[src/rtl/dsp_mac_nch.sv]
`timescale 1ns/1ps
`default_nettype none
// ============================================================================
// Module   : dsp_mac_nch
// Purpose  : Channel-interleaved pre-add / multiply / post-add MAC slice with
//            a per-channel accumulator bank and optional saturation.
// Revision : 1.0  initial release
// ============================================================================
module dsp_mac_nch #(
    parameter int A_WIDTH     = 18,
    parameter int B_WIDTH     = 18,
    parameter int C_WIDTH     = 48,
    parameter int P_WIDTH     = 48,
    parameter int CHANNELS    = 4,
    parameter int MREG_STAGES = 2,
    parameter int SATURATE    = 1,
    localparam int CW         = (CHANNELS > 1) ? $clog2(CHANNELS) : 1
) (
    input  logic                      clk,
    input  logic                      rst,
    input  logic                      ce,
    input  logic                      in_valid,
    input  logic [CW-1:0]             in_ch,
    input  logic signed [A_WIDTH-1:0] a,
    input  logic signed [B_WIDTH-1:0] b,
    input  logic signed [B_WIDTH-1:0] d,
    input  logic signed [C_WIDTH-1:0] c,
    input  logic                      preadd_en,
    input  logic                      preadd_sub,
    input  logic                      post_sub,
    input  logic [1:0]                zsel,
    input  logic                      carryin,
    input  logic                      acc_clr_all,
    output logic                      out_valid,
    output logic [CW-1:0]             out_ch,
    output logic signed [P_WIDTH-1:0] p,
    output logic                      ovf
);

    localparam int c_pre_w  = B_WIDTH + 1;
    localparam int c_prod_w = A_WIDTH + B_WIDTH + 1;
    localparam int c_sum_w  = P_WIDTH + 2;
    localparam int c_last   = MREG_STAGES - 1;

    // input register stage
    logic signed [A_WIDTH-1:0] r1_a;
    logic signed [B_WIDTH-1:0] r1_b, r1_d;
    logic signed [C_WIDTH-1:0] r1_c;
    logic                      r1_pre_en, r1_pre_sub, r1_post_sub, r1_cin, r1_vld;
    logic [1:0]                r1_zsel;
    logic [CW-1:0]             r1_ch;

    // pre-adder register stage
    logic signed [A_WIDTH-1:0] r2_a;
    logic signed [c_pre_w-1:0] r2_pre;
    logic signed [C_WIDTH-1:0] r2_c;
    logic                      r2_post_sub, r2_cin, r2_vld;
    logic [1:0]                r2_zsel;
    logic [CW-1:0]             r2_ch;

    // product register stages
    logic signed [c_prod_w-1:0] r_m_prod [MREG_STAGES];
    logic signed [C_WIDTH-1:0]  r_m_c    [MREG_STAGES];
    logic                       r_m_sub  [MREG_STAGES];
    logic                       r_m_cin  [MREG_STAGES];
    logic                       r_m_vld  [MREG_STAGES];
    logic [1:0]                 r_m_zsel [MREG_STAGES];
    logic [CW-1:0]              r_m_ch   [MREG_STAGES];

    logic signed [P_WIDTH-1:0] r_p;
    logic                      r_ovf, r_out_vld;
    logic [CW-1:0]             r_out_ch;
    logic signed [P_WIDTH-1:0] r_bank [CHANNELS];

    logic signed [c_pre_w-1:0]  w_b_ext, w_d_ext, w_pre;
    logic signed [c_prod_w-1:0] w_a_ext, w_pre_ext, w_prod;
    logic signed [P_WIDTH-1:0]  w_bank_rd;
    logic signed [c_sum_w-1:0]  w_x, w_z, w_cin, w_sum;
    logic [2:0]                 w_top;
    logic                       w_ovf;
    logic signed [P_WIDTH-1:0]  w_res;

    always_comb begin
        w_b_ext = {r1_b[B_WIDTH-1], r1_b};
        w_d_ext = {r1_d[B_WIDTH-1], r1_d};
        w_pre   = w_b_ext;
        if (r1_pre_en) begin
            w_pre = r1_pre_sub ? (w_d_ext - w_b_ext) : (w_d_ext + w_b_ext);
        end
    end

    // operands widened to full product width so the multiply is exact
    always_comb begin
        w_a_ext   = {{(c_prod_w-A_WIDTH){r2_a[A_WIDTH-1]}}, r2_a};
        w_pre_ext = {{(c_prod_w-c_pre_w){r2_pre[c_pre_w-1]}}, r2_pre};
        w_prod    = w_a_ext * w_pre_ext;
    end

    // out-of-range channels match no entry and read back as zero
    always_comb begin
        w_bank_rd = '0;
        for (int i = 0; i < CHANNELS; i++) begin
            if (r_m_ch[c_last] == CW'(i)) begin
                w_bank_rd = r_bank[i];
            end
        end
    end

    always_comb begin
        w_x   = {{(c_sum_w-c_prod_w){r_m_prod[c_last][c_prod_w-1]}}, r_m_prod[c_last]};
        w_cin = {{(c_sum_w-1){1'b0}}, r_m_cin[c_last]};
        case (r_m_zsel[c_last])
            2'd1:    w_z = {{2{w_bank_rd[P_WIDTH-1]}}, w_bank_rd};
            2'd2:    w_z = {{(c_sum_w-C_WIDTH){r_m_c[c_last][C_WIDTH-1]}}, r_m_c[c_last]};
            default: w_z = '0;
        endcase
        w_sum = r_m_sub[c_last] ? (w_z - (w_x + w_cin)) : (w_z + w_x + w_cin);
        w_top = w_sum[c_sum_w-1:P_WIDTH-1];
        w_ovf = !((&w_top) || (~|w_top));
        w_res = w_sum[P_WIDTH-1:0];
        if (w_ovf && (SATURATE != 0)) begin
            w_res = w_sum[c_sum_w-1] ? {1'b1, {(P_WIDTH-1){1'b0}}}
                                     : {1'b0, {(P_WIDTH-1){1'b1}}};
        end
    end

    always_ff @(posedge clk or posedge rst) begin
        if (rst) begin
            r1_a <= '0; r1_b <= '0; r1_d <= '0; r1_c <= '0;
            r1_pre_en <= 1'b0; r1_pre_sub <= 1'b0; r1_post_sub <= 1'b0;
            r1_cin <= 1'b0; r1_vld <= 1'b0; r1_zsel <= '0; r1_ch <= '0;
            r2_a <= '0; r2_pre <= '0; r2_c <= '0; r2_post_sub <= 1'b0;
            r2_cin <= 1'b0; r2_vld <= 1'b0; r2_zsel <= '0; r2_ch <= '0;
            for (int i = 0; i < MREG_STAGES; i++) begin
                r_m_prod[i] <= '0; r_m_c[i] <= '0; r_m_sub[i] <= 1'b0;
                r_m_cin[i] <= 1'b0; r_m_vld[i] <= 1'b0; r_m_zsel[i] <= '0;
                r_m_ch[i] <= '0;
            end
            r_p <= '0; r_ovf <= 1'b0; r_out_vld <= 1'b0; r_out_ch <= '0;
            for (int i = 0; i < CHANNELS; i++) begin
                r_bank[i] <= '0;
            end
        end else if (ce) begin
            r1_a <= a; r1_b <= b; r1_d <= d; r1_c <= c;
            r1_pre_en <= preadd_en; r1_pre_sub <= preadd_sub; r1_post_sub <= post_sub;
            r1_cin <= carryin; r1_vld <= in_valid; r1_zsel <= zsel; r1_ch <= in_ch;

            r2_a <= r1_a; r2_pre <= w_pre; r2_c <= r1_c; r2_post_sub <= r1_post_sub;
            r2_cin <= r1_cin; r2_vld <= r1_vld; r2_zsel <= r1_zsel; r2_ch <= r1_ch;

            r_m_prod[0] <= w_prod; r_m_c[0] <= r2_c; r_m_sub[0] <= r2_post_sub;
            r_m_cin[0] <= r2_cin; r_m_vld[0] <= r2_vld; r_m_zsel[0] <= r2_zsel;
            r_m_ch[0] <= r2_ch;
            for (int i = 1; i < MREG_STAGES; i++) begin
                r_m_prod[i] <= r_m_prod[i-1]; r_m_c[i] <= r_m_c[i-1];
                r_m_sub[i] <= r_m_sub[i-1]; r_m_cin[i] <= r_m_cin[i-1];
                r_m_vld[i] <= r_m_vld[i-1]; r_m_zsel[i] <= r_m_zsel[i-1];
                r_m_ch[i] <= r_m_ch[i-1];
            end

            // bubbles leave P, channel and flag untouched
            r_out_vld <= r_m_vld[c_last];
            if (r_m_vld[c_last]) begin
                r_p      <= w_res;
                r_ovf    <= w_ovf;
                r_out_ch <= r_m_ch[c_last];
            end

            // a clear overrides the same-cycle accumulator write
            for (int i = 0; i < CHANNELS; i++) begin
                if (acc_clr_all) begin
                    r_bank[i] <= '0;
                end else if (r_m_vld[c_last] && (r_m_ch[c_last] == CW'(i))) begin
                    r_bank[i] <= w_res;
                end
            end
        end
    end

    assign out_valid = r_out_vld;
    assign out_ch    = r_out_ch;
    assign p         = r_p;
    assign ovf       = r_ovf;

endmodule
`default_nettype wire

[config.mk]
export PLATFORM = sky130hd
export DESIGN_NAME = dsp_mac_nch
export DESIGN_NICKNAME = d
export VERILOG_FILES = /design/src/rtl/dsp_mac_nch.sv
export SDC_FILE = /design/constraint.sdc
export NUM_CORES = 2
export LEC_CHECK = 0
export ABC_CLOCK_PERIOD_IN_PS = 28300
export BUFFER_PORTS_ARGS = -buffer_cell sky130_fd_sc_hd__buf_2
export CORE_MARGIN = 2
export CORE_UTILIZATION = 55
export CTS_BUF_LIST = sky130_fd_sc_hd__clkbuf_2 sky130_fd_sc_hd__clkbuf_4 sky130_fd_sc_hd__clkbuf_8
export CTS_CLUSTER_DIAMETER = 150
export DETAILED_ROUTE_END_ITERATION = 6
export PLACE_DENSITY_LB_ADDON = 0.05
export SLEW_MARGIN = 20
export SYNTH_ARGS = -nofsm -noshare
export SYNTH_HDL_FRONTEND = slang
export SYNTH_SLANG_ARGS = --single-unit
[constraint.sdc]
create_clock -name clk -period 28.3 [get_ports clk]
set_clock_uncertainty 0.15 [all_clocks]
set_input_delay 7.075 -clock clk [delete_from_list [all_inputs] [get_ports clk]]
set_output_delay 7.075 -clock clk [all_outputs]
set_load 0.01 [all_outputs]
==> impl_metrics.yaml <==
critical_path:
  cp-endpoint: "r_m_ch[0]"
  crit_cells: 5
  crit_buf_inv: 5
  critPathSlowestCell: "buf_4"
  slowest_delay_ps: 830
  cp_max_fo: 85
  crit_path_end_kind: "asynchronous set/reset pin"
  r2r_start: "r_m_zsel[1]"
  critical_path.top_delay_family: "buffers and inverters"
  worst_setup_path_start_kind: "input pin"
  r2r_end: "r_bank[166]"
  worstPathArrival_ps: 9910
  cpMostUsedCell: "buf_6"
  r2r_slack_ps: 20200
  path_cells: "buf_2 -> inv_8 -> buf_4 -> buf_6 -> buf_6"
  crit_start: "rst"
  crit_type: "in -> async"
  reg2regPathDepth: 18
  cp_data_required_time_ps: 28890
synth:
  synth.top_cell.area_share_pct: 33.8
  synth_ff_type: "dfrtp_1"
  yosysUniqueCellTypes: 87
  yosysSeqAreaShare_pct: 33.8
  synth_area_leaders: "dfrtp_1 (34%), fa_1 (15%), mux2_2 (8.5%)"
  syn_area_per_cell_um2: 10.3
  synth_nets: 5267
  async_flop_share_pct: 100
  netlist_area_um2: 46700
  yosysWarnings: 0
  synth_edf_count: 0
  syn_inst: 4547
  synth_top_area_cell: "dfrtp_1"
  synth-seq-cells: 631
detailed_routing:
  vias: 34200
  drt-total-wl_um: 125000
  drt_iter0_drc: 2694
  ant_nets: 0
  drc: 0
  routedWlPerCell_um: 21.5
  first_pass_iters: 6
  via_per_inst: 5.86
placement:
  hpwlAfterDp_um: 92900
  port_buffers: 166
  place.gp.congestion: 0.951
run:
  maxCapViolCount: 0
sta:
  worst_slew_pin_slew_ps: 1240
  hold_viol: 0
  finalCriticalPeriod_ps: 9320
  fin_tns_setup_ps: 0
  rsz0062_at_grt: "no"
  fmax_mhz: 107
  post-route-period-util_pct: 32.9
  drv_slew: 0
  setup_violations: 0
  relSlewSlack_pct: 16.8
finish:
  area_growth_pct: 8.87
  layout.nets: 5332
  n_fill_cell: 7304
  drive_gt1_share_pct: 18.4
  final_cell_mix: "dfrtp_1 (628), inv_1 (571), nand2_1 (428)"
  layout.cells.most_common: "dfrtp_1"
clock_network:
  clk_path_buf_depth: 3
  h-tree-depth: 3
  cts_tree: "done"
  clock_latency_ps: 780
  cts-buffers-inserted: 104
  cts_hold_buf: 0
  clockRootBuffer: "clkbuf_8"
  post_cts_buffers: 0
  cts.sinks: 631
  cts_repair_resize_count: 0
  clkTransAtPathRegs_ps: 70
floorplan:
  rows: 106
  die_w_um: 295
  dieHeight_um: 295
  io_pins: 167
  dieArea_um2: 87300
  start_util_pct: 55.7
  coreArea_um2: 84000
global_routing:
  grt_use_total_pct: 29.8
  grt_max_degree: 86
  grt_pass1_vias: 34800
  grt_pass1_wl_um: 200000
  antenna_found_initial: 7
  grt-ovfl-total: 0
run_status:
  status: "finished clean"
worst_hold_path:
  holdCritPathClass: "reg -> reg"
==> tightest hold or removal path, cell delays in order, from the launching register on <==
cell	delay, ps
dfrtp_1	340
nand2_1	50
nand2_1	50
==> flip-flops by register name, summed over array words and instances, names as in the netlist, 2 cells and up <==
register	count
r_m_prod	74
r1_zsel	2
r1_a	18
p	48
r_m_sub	2
r_m_cin	2
r_m_vld	2
r_m_zsel	4
r_m_c	96
r2_a	18
r1_b	18
r1_d	18
r1_ch	2
r2_zsel	2
r2_c	48
r_bank	192
r2_pre	19
r_m_ch	4
r2_ch	2
out_ch	2
r1_c	48
==> routing by layer <==
metal  routed length (um)  track usage [%]  part of all wire (%)  up-vias
li1                     -                -                     -    15500
met1                57500             43.8                    46    17500
met2                56200             45.6                    45     1057
met3                 8330             5.08                   6.7      173
met4                 3100             8.11                   2.5        2
met5                    9                0                0.0072        -
==> stage by stage <==
step / cells / cell area, um^2 / util (%) / hold slack, ps / worst slack (ps)
after CTS: 5829 / 50900 / 60.6 / 329 / 18140
after floorplan: 4547 / 46700 / - / 295 / 3400
final: 5831 / 50900 / 60.6 / 323 / 18980
after detailed placement: 5640 / 48400 / 57.7 / 316 / 17300
after global routing: 5830 / 50900 / 60.6 / 350 / 18440
after global placement: 5639 / 48400 / 57.7 / 307 / 17280
==> area by class of cell <==
class	instances	area (um^2)	share of cell area, %
clock inverter	25	340	0.669
sequential	631	15800	31.0
clock buffer	164	2090	4.10
antenna	2	5.00	0.00984
multi-input combinational	3081	27800	54.6
inverter	575	2170	4.26
timing repair buffer	219	1260	2.48
tap	1134	1420	2.79
==> how the worst min path moves through the flow <==
| stage | endpoint | from | cells past startpoint |
|---|---|---|---|
| CTS | r_bank[24] | r_bank[24] | 2 |
| detailed placement | r_bank[24] | r_bank[24] | 2 |
| global route | ovf | ovf | 2 |
| floorplan | r_bank[135] | r_bank[135] | 2 |
| finish | out_ch[0] | out_ch[0] | 2 |
| global placement | r_bank[73] | r_bank[73] | 2 |
==> synth_stat cells (7+ instances only) <==
library cell,n
o211ai_1,17
xnor2_1,122
nor3_1,38
nand4_1,25
a211oi_1,15
nand2_1,428
and2_1,179
buf_1,18
or2_2,13
ha_1,255
a21boi_0,9
a21oi_1,235
o21ai_0,157
xor2_1,28
a221o_1,101
mux2i_1,26
clkbuf_1,211
a22o_1,63
a31oi_1,24
mux4_2,48
o21bai_1,26
nor4_1,22
nand3_1,36
and3_1,17
nor2b_1,31
nor2_1,183
mux2_2,354
nand2b_1,20
or3_1,12
o2111ai_1,8
dfrtp_1,631
a2111oi_0,7
o31ai_1,19
inv_1,572
buf_4,13
o21a_1,13
fa_1,350
buf_2,16
a41oi_1,8
a21o_1,90
==> cell families (layout without fill, tap and decap cells) <==
logic type	after synthesis	after routing	synth area share (%)
xor gates and xnor gates	150	150	2.81
DFF	631	631	33.8
AOI/OAI and AO/OA	870	870	12.9
muxes	428	428	11.4
adders and majority gates	605	605	21.8
and+or+nand+nor	1028	1028	10.4
other	0	2	0
buffers and inverters	835	983	6.89
Power is left out: the tool's default activity adds up to more than one toggle a clock period on the data nets, which glitch-free logic cannot reach.
